[src/rtl/fifo_sync_param_if.sv]
// Handshake bundle for fifo_sync_param: the producer/consumer side is the master,
// the FIFO itself is the slave.
interface fifo_sync_param_if #(
    parameter int DATA_WIDTH = 8,
    parameter int DEPTH      = 16
);
    localparam int CW = $clog2(DEPTH) + 1;

    logic                  push;
    logic [DATA_WIDTH-1:0] wdata;
    logic                  pop;
    logic                  clr_err;
    logic [DATA_WIDTH-1:0] rdata;
    logic                  rvalid;
    logic                  full;
    logic                  empty;
    logic                  almost_full;
    logic                  almost_empty;
    logic [CW-1:0]         count;
    logic                  overflow;
    logic                  underflow;

    modport master (
        output push, wdata, pop, clr_err,
        input  rdata, rvalid, full, empty, almost_full, almost_empty,
               count, overflow, underflow
    );

    modport slave (
        input  push, wdata, pop, clr_err,
        output rdata, rvalid, full, empty, almost_full, almost_empty,
               count, overflow, underflow
    );
endinterface

[src/rtl/fifo_sync_param.sv]
// Single-clock circular-buffer FIFO with registered status flags, sticky error
// flags and a choice of registered or first-word-fall-through read port.
module fifo_sync_param #(
    parameter int DATA_WIDTH = 8,
    parameter int DEPTH      = 16,
    parameter int AF_LEVEL   = DEPTH - 2,
    parameter int AE_LEVEL   = 2,
    parameter int FWFT       = 0
) (
    input  logic               clk,
    input  logic               rst,
    fifo_sync_param_if.slave   bus
);
    localparam int PW = $clog2(DEPTH);
    localparam int CW = PW + 1;

    generate
        if (((DEPTH & (DEPTH - 1)) != 0) || (DEPTH < 4)) begin : g_bad_depth
            $error("fifo_sync_param: DEPTH must be a power of 2 and at least 4");
        end
        if (!((AE_LEVEL >= 1) && (AE_LEVEL < AF_LEVEL) && (AF_LEVEL <= DEPTH - 1))) begin : g_bad_levels
            $error("fifo_sync_param: need 1 <= AE_LEVEL < AF_LEVEL <= DEPTH-1");
        end
    endgenerate

    logic [DATA_WIDTH-1:0] r_mem [DEPTH];
    logic [PW-1:0]         r_wptr;
    logic [PW-1:0]         r_rptr;
    logic [CW-1:0]         r_count;
    logic                  r_full;
    logic                  r_empty;
    logic                  r_almost_full;
    logic                  r_almost_empty;
    logic                  r_overflow;
    logic                  r_underflow;

    logic                  w_push_ok;
    logic                  w_pop_ok;
    logic [CW-1:0]         w_count_nxt;
    logic [DATA_WIDTH-1:0] w_rdata;
    logic                  w_rvalid;

    // A push during reset is dropped so it can never land in storage.
    assign w_push_ok = bus.push & ~r_full & ~rst;
    assign w_pop_ok  = bus.pop  & ~r_empty & ~rst;

    // NOTE: every variable driven here gets a default first, so no path leaves it
    // unassigned and no latch is inferred.
    always_comb begin
        w_count_nxt = r_count;
        unique case ({w_push_ok, w_pop_ok})
            2'b10:   w_count_nxt = r_count + CW'(1);
            2'b01:   w_count_nxt = r_count - CW'(1);
            default: w_count_nxt = r_count;
        endcase
    end

    // NOTE: the storage array has no reset; pointers guarantee a slot is written
    // before it is read, and leaving it unreset lets it map onto RAM.
    always_ff @(posedge clk) begin
        if (w_push_ok) begin
            r_mem[r_wptr] <= bus.wdata;
        end
    end

    // NOTE: sequential state uses non-blocking assignments so every register
    // samples the pre-edge values regardless of statement order.
    always_ff @(posedge clk) begin
        if (rst) begin
            r_wptr         <= '0;
            r_rptr         <= '0;
            r_count        <= '0;
            r_full         <= 1'b0;
            r_empty        <= 1'b1;
            r_almost_full  <= 1'b0;
            r_almost_empty <= 1'b1;
        end else begin
            if (w_push_ok) begin
                r_wptr <= r_wptr + PW'(1);
            end
            if (w_pop_ok) begin
                r_rptr <= r_rptr + PW'(1);
            end
            r_count        <= w_count_nxt;
            r_full         <= (w_count_nxt == CW'(DEPTH));
            r_empty        <= (w_count_nxt == '0);
            r_almost_full  <= (w_count_nxt >= CW'(AF_LEVEL));
            r_almost_empty <= (w_count_nxt <= CW'(AE_LEVEL));
        end
    end

    // A fresh error in the same cycle as clr_err wins, so the flag stays set.
    always_ff @(posedge clk) begin
        if (rst) begin
            r_overflow  <= 1'b0;
            r_underflow <= 1'b0;
        end else begin
            if (bus.push && r_full) begin
                r_overflow <= 1'b1;
            end else if (bus.clr_err) begin
                r_overflow <= 1'b0;
            end
            if (bus.pop && r_empty) begin
                r_underflow <= 1'b1;
            end else if (bus.clr_err) begin
                r_underflow <= 1'b0;
            end
        end
    end

    generate
        if (FWFT != 0) begin : g_fwft
            // Head word is shown directly; masked to zero while empty so the
            // output matches the reset value and never exposes stale storage.
            assign w_rdata  = r_empty ? '0 : r_mem[r_rptr];
            assign w_rvalid = ~r_empty;
        end else begin : g_std
            logic [DATA_WIDTH-1:0] r_rdata;
            logic                  r_rvalid;

            always_ff @(posedge clk) begin
                if (rst) begin
                    r_rdata  <= '0;
                    r_rvalid <= 1'b0;
                end else begin
                    r_rvalid <= w_pop_ok;
                    if (w_pop_ok) begin
                        r_rdata <= r_mem[r_rptr];
                    end
                end
            end

            assign w_rdata  = r_rdata;
            assign w_rvalid = r_rvalid;
        end
    endgenerate

    assign bus.rdata        = w_rdata;
    assign bus.rvalid       = w_rvalid;
    assign bus.full         = r_full;
    assign bus.empty        = r_empty;
    assign bus.almost_full  = r_almost_full;
    assign bus.almost_empty = r_almost_empty;
    assign bus.count        = r_count;
    assign bus.overflow     = r_overflow;
    assign bus.underflow    = r_underflow;
endmodule

[src/flat_wrapper.sv]
// flat-port wrapper written by rule: the top's interface ports become plain ports
module fifo_sync_param_flat 
#(
    parameter int DATA_WIDTH = 8,
    parameter int DEPTH      = 16,
    parameter int AF_LEVEL   = DEPTH - 2,
    parameter int AE_LEVEL   = 2,
    parameter int FWFT       = 0
)
  (clk, rst, bus_push, bus_wdata, bus_pop, bus_clr_err, bus_rdata, bus_rvalid, bus_full, bus_empty, bus_almost_full, bus_almost_empty, bus_count, bus_overflow, bus_underflow);
  fifo_sync_param_if #(.DATA_WIDTH(DATA_WIDTH), .DEPTH(DEPTH)) bus_i ();
  input  logic clk;
  input  logic rst;
  input wire logic [$bits(bus_i.push)-1:0] bus_push;
  input wire logic [$bits(bus_i.wdata)-1:0] bus_wdata;
  input wire logic [$bits(bus_i.pop)-1:0] bus_pop;
  input wire logic [$bits(bus_i.clr_err)-1:0] bus_clr_err;
  output wire logic [$bits(bus_i.rdata)-1:0] bus_rdata;
  output wire logic [$bits(bus_i.rvalid)-1:0] bus_rvalid;
  output wire logic [$bits(bus_i.full)-1:0] bus_full;
  output wire logic [$bits(bus_i.empty)-1:0] bus_empty;
  output wire logic [$bits(bus_i.almost_full)-1:0] bus_almost_full;
  output wire logic [$bits(bus_i.almost_empty)-1:0] bus_almost_empty;
  output wire logic [$bits(bus_i.count)-1:0] bus_count;
  output wire logic [$bits(bus_i.overflow)-1:0] bus_overflow;
  output wire logic [$bits(bus_i.underflow)-1:0] bus_underflow;
  assign bus_i.push = bus_push;
  assign bus_i.wdata = bus_wdata;
  assign bus_i.pop = bus_pop;
  assign bus_i.clr_err = bus_clr_err;
  assign bus_rdata = bus_i.rdata;
  assign bus_rvalid = bus_i.rvalid;
  assign bus_full = bus_i.full;
  assign bus_empty = bus_i.empty;
  assign bus_almost_full = bus_i.almost_full;
  assign bus_almost_empty = bus_i.almost_empty;
  assign bus_count = bus_i.count;
  assign bus_overflow = bus_i.overflow;
  assign bus_underflow = bus_i.underflow;
  fifo_sync_param #(.DATA_WIDTH(DATA_WIDTH), .DEPTH(DEPTH), .AF_LEVEL(AF_LEVEL), .AE_LEVEL(AE_LEVEL), .FWFT(FWFT)) u_core (.clk(clk), .rst(rst), .bus(bus_i));
endmodule
[config.mk]
export PLATFORM = sky130hd
export DESIGN_NAME = fifo_sync_param_flat
export DESIGN_NICKNAME = d
export VERILOG_FILES = /design/src/rtl/fifo_sync_param_if.sv /design/src/rtl/fifo_sync_param.sv /design/src/flat_wrapper.sv
export SDC_FILE = /design/constraint.sdc
export NUM_CORES = 1
export LEC_CHECK = 0
export BUFFER_PORTS_ARGS = -buffer_cell sky130_fd_sc_hd__buf_2
export CORE_ASPECT_RATIO = 1.5
export CORE_MARGIN = 3
export CORE_UTILIZATION = 49
export DETAILED_ROUTE_END_ITERATION = 7
export PLACE_DENSITY = 0.7
export SKIP_LAST_GASP = 1
export SYNTH_ARGS = -nofsm -noshare
export SYNTH_HDL_FRONTEND = slang
export SYNTH_SLANG_ARGS = --single-unit
[constraint.sdc]
create_clock -name clk -period 3.7 [get_ports clk]
set_input_delay 0.74 -clock clk [delete_from_list [all_inputs] [get_ports clk]]
set_output_delay 0.74 -clock clk [all_outputs]
set_load 0.005 [all_outputs]
# ---- Word level (Yosys, flattened, before mapping)
# Memory sizes are Yosys's and may differ from the RTL's. A register that Yosys moved wholly into a read port is not among the register bits.
# Index checks and enable logic that the tools add are counted.
dict set report classes {
  add_sub_neg 4
  n_lt_le_gt_ge 2
  n_eq_ne 3
  muxes 6
  bitwise 7
  n_reduce_logical 5
}
# cell n
set op_table {}
lappend op_table {{5-bit case mux with 2 select lines} 1}
lappend op_table {{4-bit by 1-bit adder with 4-bit output, second input constant} 2}
lappend op_table {{5-bit by 1-bit adder with 5-bit output, second input constant} 1}
lappend op_table {{5-bit == test, second input constant} 1}
lappend op_table {{5-bit by 4-bit >= comparator with 1-bit output, second input constant} 1}
lappend op_table {{5-bit by 2-bit less-or-equal comparator with 1-bit output, second input constant} 1}
lappend op_table {{5-bit zero test} 1}
lappend op_table {{1-bit two-way mux} 5}
lappend op_table {{5-bit by 1-bit subtractor with 5-bit output, second input constant} 1}
lappend op_table {{1-bit AND} 4}
lappend op_table {{2-bit nonzero test} 2}
lappend op_table {{1-bit inverter} 3}
lappend op_table {{2-bit by 1-bit == test with 1-bit output, second input constant} 1}
lappend op_table {{2-bit == test, second input constant} 1}
lappend op_table {{1-bit logical AND} 2}
dict set report word_totals {
  regBits 20
  ram_bits 128
  out_inout_bits 20
  n_memories 1
}
# memory words width rd rd_ports_with_merged_regs wr line_no
set memory_table {}
lappend memory_table {u_core.r_mem 16 8 1 1 1 fifo_sync_param.sv:26} ;# logic [DATA_WIDTH-1:0] r_mem [DEPTH];

# ---- Depth between registers and ports, before layout
dict set report logic_depth {
  depth_word 6
  mapped_depth 12
  depth_no_buf 10
}

# ---- Worst setup path after synthesis
# No wires, ideal clock.
dict set report synth_timing {
  kind {input port to flip-flop}
  start {in rst}
  end {reg u_core.r_full, in the netlist u_core.bus.full}
  setup_ps 103
  t_arrival_ps 3073
  setup_slack_ps 524
  stages 12
  cell_sequence {buf_6 -> or3b_1 -> buf_2 -> clkinv_2 -> nand2_1 -> xnor2_1 -> ha_1 -> o21a_1 -> o2111ai_2 -> o21ai_1 -> or4_4 -> a2111oi_2}
}
dict set report synth_via {
  elab_chain_len 5
  elab_cells_between_ends 7
  cone_classes {eq/ne (3); mux (1); bitwise (3)}
}
# item line_no
set synth_lines {}
lappend synth_lines {{start, declared} flat_wrapper.sv:13} ;# input logic rst;
lappend synth_lines {{1-bit inverter} {fifo_sync_param.sv:44, fifo_sync_param.sv:45}}
lappend synth_lines {{1-bit AND, on equally long branches} {fifo_sync_param.sv:45, fifo_sync_param.sv:44}}
lappend synth_lines {{2-bit by 1-bit == test with 1-bit output or 2-bit == test (tied branches)} fifo_sync_param.sv:51} ;# unique case ({w_push_ok, w_pop_ok})
lappend synth_lines {{5-bit case mux with 2 select lines} fifo_sync_param.sv:51}
lappend synth_lines {{5-bit == test} fifo_sync_param.sv:85} ;# r_full <= (w_count_nxt == CW'(DEPTH));
lappend synth_lines {{end signal, assigned} fifo_sync_param.sv:85}
lappend synth_lines {{end, declared} fifo_sync_param.sv:30} ;# logic r_full;
# Parallel ways exist; a longest one is shown, timed or not.
# A chain may end at the register's enable or synchronous reset.

# ---- Final worst setup path
# Same ends and word-level chain as after synthesis.

==> Implementation_results.wiki <==
{| class="wikitable"
! Metric !! Value
|-
| Outcome || finished, final reports clean
|-
| Top cells by count, synth || sky130_fd_sc_hd__edfxtp_1 (128), sky130_fd_sc_hd__nor2_1 (35), sky130_fd_sc_hd__mux4_2 (32)
|-
| Dpl cells || 540
|-
| Initial standard-cell utilization of the core || 0.5074
|-
| Mean Syn Cell Area || 16.78 um2
|-
| Ports placed on the boundary || 33
|-
| Startpoint of the most critical hold path || u_core.bus.underflow
|-
| Non-Filler Cell Area, Final || 7082 um2
|-
| Total Negative Setup Slacks || 0 ns
|-
| Worst supply voltage drop on vdd || 362.3 uV
|-
| Wire length of the first global-routing pass || 18.11 mm
|-
| Switching power || 0.0008610 W
|-
| Overall fraction of global-route tracks in use || 0.1715
|-
| Number of standard cells in the layout, taps in and fillers out || 572
|-
| Total CTS buffers || 17
|-
| Power share of the clock group || 0.424
|-
| Residual overflow from global routing || 0
|-
| Vias/cell || 5.731
|-
| Arrival @ worst endpoint || 3.32 ns
|-
| Reg-to-reg startpoint || u_core.bus.empty
|-
| Gate count after technology mapping || 369
|-
| Hold Vio Cnt, Final || 0
|-
| Number of I/O port buffers || 32
|-
| Number of iterations in the first detailed-routing pass || 5
|-
| Internal reg-to-reg setup slack || 0.78 ns
|-
| Internal power || 0.003057 W
|-
| Filler cells || 907
|-
| Comb pwr share || 0.073
|-
| Final routed DRC violation total || 0
|-
| Library cell with the highest instance count after synthesis || sky130_fd_sc_hd__edfxtp_1
|-
| Worst hold stages || 2
|-
| Number of global-route vias before repair || 3,483
|-
| Synth unique cells || 42
|-
| Placeable core area || 12,200 um2
|-
| Fraction of final layout cells with drive strength greater than 1 || 0.2649
|-
| Number of post-CTS setup repair buffers || 0
|-
| Max_cap viols || 0
|-
| Transition time of the tightest slew-check pin || 0.9141 ns
|-
| Placement Rows || 49
|-
| Count of final setup violators || 0
|-
| Unrepaired setup endpoints after global routing || false
|-
| Clock tree from TritonCTS || built
|-
| Maximum frequency from static timing analysis || 0.3326 GHz
|-
| Endpoint class of the critical path || flop
|-
| Die X || 97.78 um
|-
| Minimum clock period || 3.007 ns
|-
| Category of the worst setup path launch point || input port
|-
| Leakage power summed over all cells || 2.382 nW
|-
| Number of clock sinks seen by CTS || 156
|-
| WL per Instance || 19.76 um
|-
| P&R area growth vs syn || 14.39%
|-
| Total number of nets in the final design || 426
|-
| Async SR Flop Fraction || 0
|-
| Area share of the largest cell type after synthesis || 0.6209
|-
| Violation count after the first detailed-route iteration || 236
|-
| Master cell of the clock root buffer || sky130_fd_sc_hd__clkbuf_16
|-
| Routed wire length || 11.31 mm
|-
| Most area-consuming cells after synthesis || sky130_fd_sc_hd__edfxtp_1 (62%), sky130_fd_sc_hd__mux4_2 (12%), sky130_fd_sc_hd__dfxtp_1 (9.1%)
|-
| Portion of the post-synthesis area used by sequential elements || 0.7114
|-
| Total nets after synthesis || 389
|-
| Clock slew seen by the registers of the worst setup and hold paths || 0.06 ns
|-
| Leading area contributor after synthesis || sky130_fd_sc_hd__edfxtp_1
|-
| Hold Path End || u_core.bus.underflow
|-
| Maximum fanout count along the critical path || 6
|-
| Endpoint required time on the critical path || 4.01 ns
|-
| Antenna-violating nets left || 0
|-
| Final cell utilization of the core || 0.5805
|-
| Final setup skew || 0.009132 ns
|-
| Antenna Cells || 0
|-
| Sequential share of power || 0.503
|-
| Floorplan die area || 14,050 um2
|-
| Top flip-flop cell by instance count after synthesis || sky130_fd_sc_hd__edfxtp_1
|-
| Hold crit path type || flop to flop
|-
| Pin count of the biggest net entering global routing || 36
|-
| Net switching share of the total power || 0.2198
|-
| Total number of yosys warnings || 0
|-
| Post-synthesis cell area || 6191 um2
|-
| Power Dens Cells || 553.2 nW/um2
|-
| Share of the cycle needed by the critical path after routing || 0.8126
|-
| Final count of pins violating max slew || 0
|-
| Gpl congestion || 0.7850
|-
| Placed standard-cell area || 6511 um2
|-
| Start-to-end type of the worst setup path || input port to flop
|-
| Vias after detailed routing || 3,278
|-
| Buffers from clock root to sink, at most || 2
|-
| Die height || 143.7 um
|-
| Worst-skew pair later-pin latency || 0.42 ns
|-
| Number of antenna violations at the first check in global routing || 0
|-
| EDFF count, synth || 128
|-
| Hold Buf Count CTS || 0
|-
| Slew HR || 0.3883
|-
| Number of cells traversed by the worst register-to-register path || 10
|-
| #FFs+latches synth || 156
|-
| End of the worst register-to-register path || u_core.bus.full
|-
| Htree depth || 4
|-
| Hpwl dp || 7.883 mm
|-
| CTS resizes || 0
|}
## area by class of cell
type,instances,area (um2),share of cell area
repair buffers,41,227.7,0.03216
inverters,9,35.03,0.004947
multi-input cells,181,1652,0.2332
flip-flops and latches,156,4405,0.6221
clock inverters,15,145.1,0.02049
clock buffers,17,425.4,0.06007
well taps,153,191.4,0.02703
## sequential cells by signal, summed over array words and instances, names as in the netlist
register	flops
u_core.r_mem	128
u_core.bus.rdata	8
u_core.bus.count	5
u_core.r_rptr	4
u_core.r_wptr	4
u_core.bus.almost_empty	1
u_core.bus.almost_full	1
u_core.bus.empty	1
u_core.bus.full	1
u_core.bus.overflow	1
u_core.bus.rvalid	1
u_core.bus.underflow	1
## how the worst max path moves through the flow
| stage | from | endpoint | slack [ns] |
|---|---|---|---|
| detailed placement | rst | u_core.bus.full | 0.29 |
| floorplan | rst | u_core.bus.full | 0.52 |
| global placement | rst | u_core.bus.full | 0.41 |
| finish | rst | u_core.bus.full | 0.69 |
| global route | rst | u_core.bus.full | 0.55 |
| CTS | rst | u_core.bus.full | 0.72 |
## power by group through the flow
| stage | sequential, W | combinational (W) | clock [W] |
|---|---|---|---|
| 6_report | 0.00197 | 0.000285 | 0.00166 |
| 5_1_grt | 0.00198 | 0.000313 | 0.00176 |
| 4_1_cts | 0.00197 | 0.000288 | 0.00168 |
| 3_5_place_dp | 0.00201 | 0.000287 | 0 |
| 3_3_place_gp | 0.00201 | 0.000277 | 0 |
| 2_1_floorplan | 0.00199 | 0.000209 | 0 |
## through the flow
stage	hold slack [ns]	power, W	worst slack, ns
5_1_grt	0.5428	0.004045	0.5457
4_1_cts	0.5051	0.003942	0.7232
3_3_place_gp	0.4724	0.002285	0.4143
3_5_place_dp	0.4891	0.002296	0.2882
6_report	0.4994	0.003918	0.6934
2_1_floorplan	0.4793	0.002198	0.5236
## kinds of logic after synthesis
family	synth area share
flops	0.7114
simple gates	0.05517
compound gates	0.06811
mux	0.1180
buf+inv	0.02183
xor+xnor	0.01132
fa+ha+maj	0.01415
## critical path, cell delays in order
cell and delay, ns:
sky130_fd_sc_hd__buf_2 0.10, sky130_fd_sc_hd__or3b_1 0.50, sky130_fd_sc_hd__clkinv_2 0.12, sky130_fd_sc_hd__nand2_1 0.11
sky130_fd_sc_hd__xnor2_1 0.15, sky130_fd_sc_hd__ha_1 0.24, sky130_fd_sc_hd__o21a_1 0.21, sky130_fd_sc_hd__o2111ai_2 0.09
sky130_fd_sc_hd__o21ai_1 0.14, sky130_fd_sc_hd__or4_4 0.52, sky130_fd_sc_hd__a2111oi_2 0.39
## routing by layer
layer | vias to the layer above | GRT usage | wire (um)
met1 | 1639 | 0.1976 | 4543
met4 | 0 | 0.07586 | 211
met3 | 20 | 0.03983 | 403
li1 | 1518 | - | -
met2 | 101 | 0.3065 | 6147
met5 | - | 0 | 0
## placed cells by master, fill, tap and decap left out, types with 2 or more instances in the layout
cell / synthesis / layout
sky130_fd_sc_hd__a21o_1: 4 / 4
sky130_fd_sc_hd__a21oi_1: 21 / 21
sky130_fd_sc_hd__a22oi_1: 20 / 20
sky130_fd_sc_hd__buf_2: 5 / 32
sky130_fd_sc_hd__buf_4: 0 / 9
sky130_fd_sc_hd__bufinv_16: 0 / 2
sky130_fd_sc_hd__clkbuf_16: 0 / 17
sky130_fd_sc_hd__clkinv_1: 0 / 2
sky130_fd_sc_hd__clkinv_2: 1 / 5
sky130_fd_sc_hd__clkinvlp_4: 0 / 3
sky130_fd_sc_hd__dfxtp_1: 28 / 27
sky130_fd_sc_hd__edfxtp_1: 128 / 128
sky130_fd_sc_hd__ha_1: 7 / 7
sky130_fd_sc_hd__inv_1: 8 / 8
sky130_fd_sc_hd__inv_6: 0 / 3
sky130_fd_sc_hd__mux4_2: 32 / 32
sky130_fd_sc_hd__nand2_1: 13 / 13
sky130_fd_sc_hd__nand2b_1: 4 / 4
sky130_fd_sc_hd__nand3_1: 2 / 2
sky130_fd_sc_hd__nand4_1: 3 / 3
sky130_fd_sc_hd__nor2_1: 35 / 35
sky130_fd_sc_hd__nor2b_1: 4 / 4
sky130_fd_sc_hd__nor3_1: 5 / 5
sky130_fd_sc_hd__nor4_1: 2 / 2
sky130_fd_sc_hd__o31ai_1: 2 / 2
sky130_fd_sc_hd__or4_4: 2 / 2
sky130_fd_sc_hd__xnor2_1: 3 / 3
sky130_fd_sc_hd__xor2_1: 5 / 5
No activity file was read; power rests on OpenSTA's default activity.
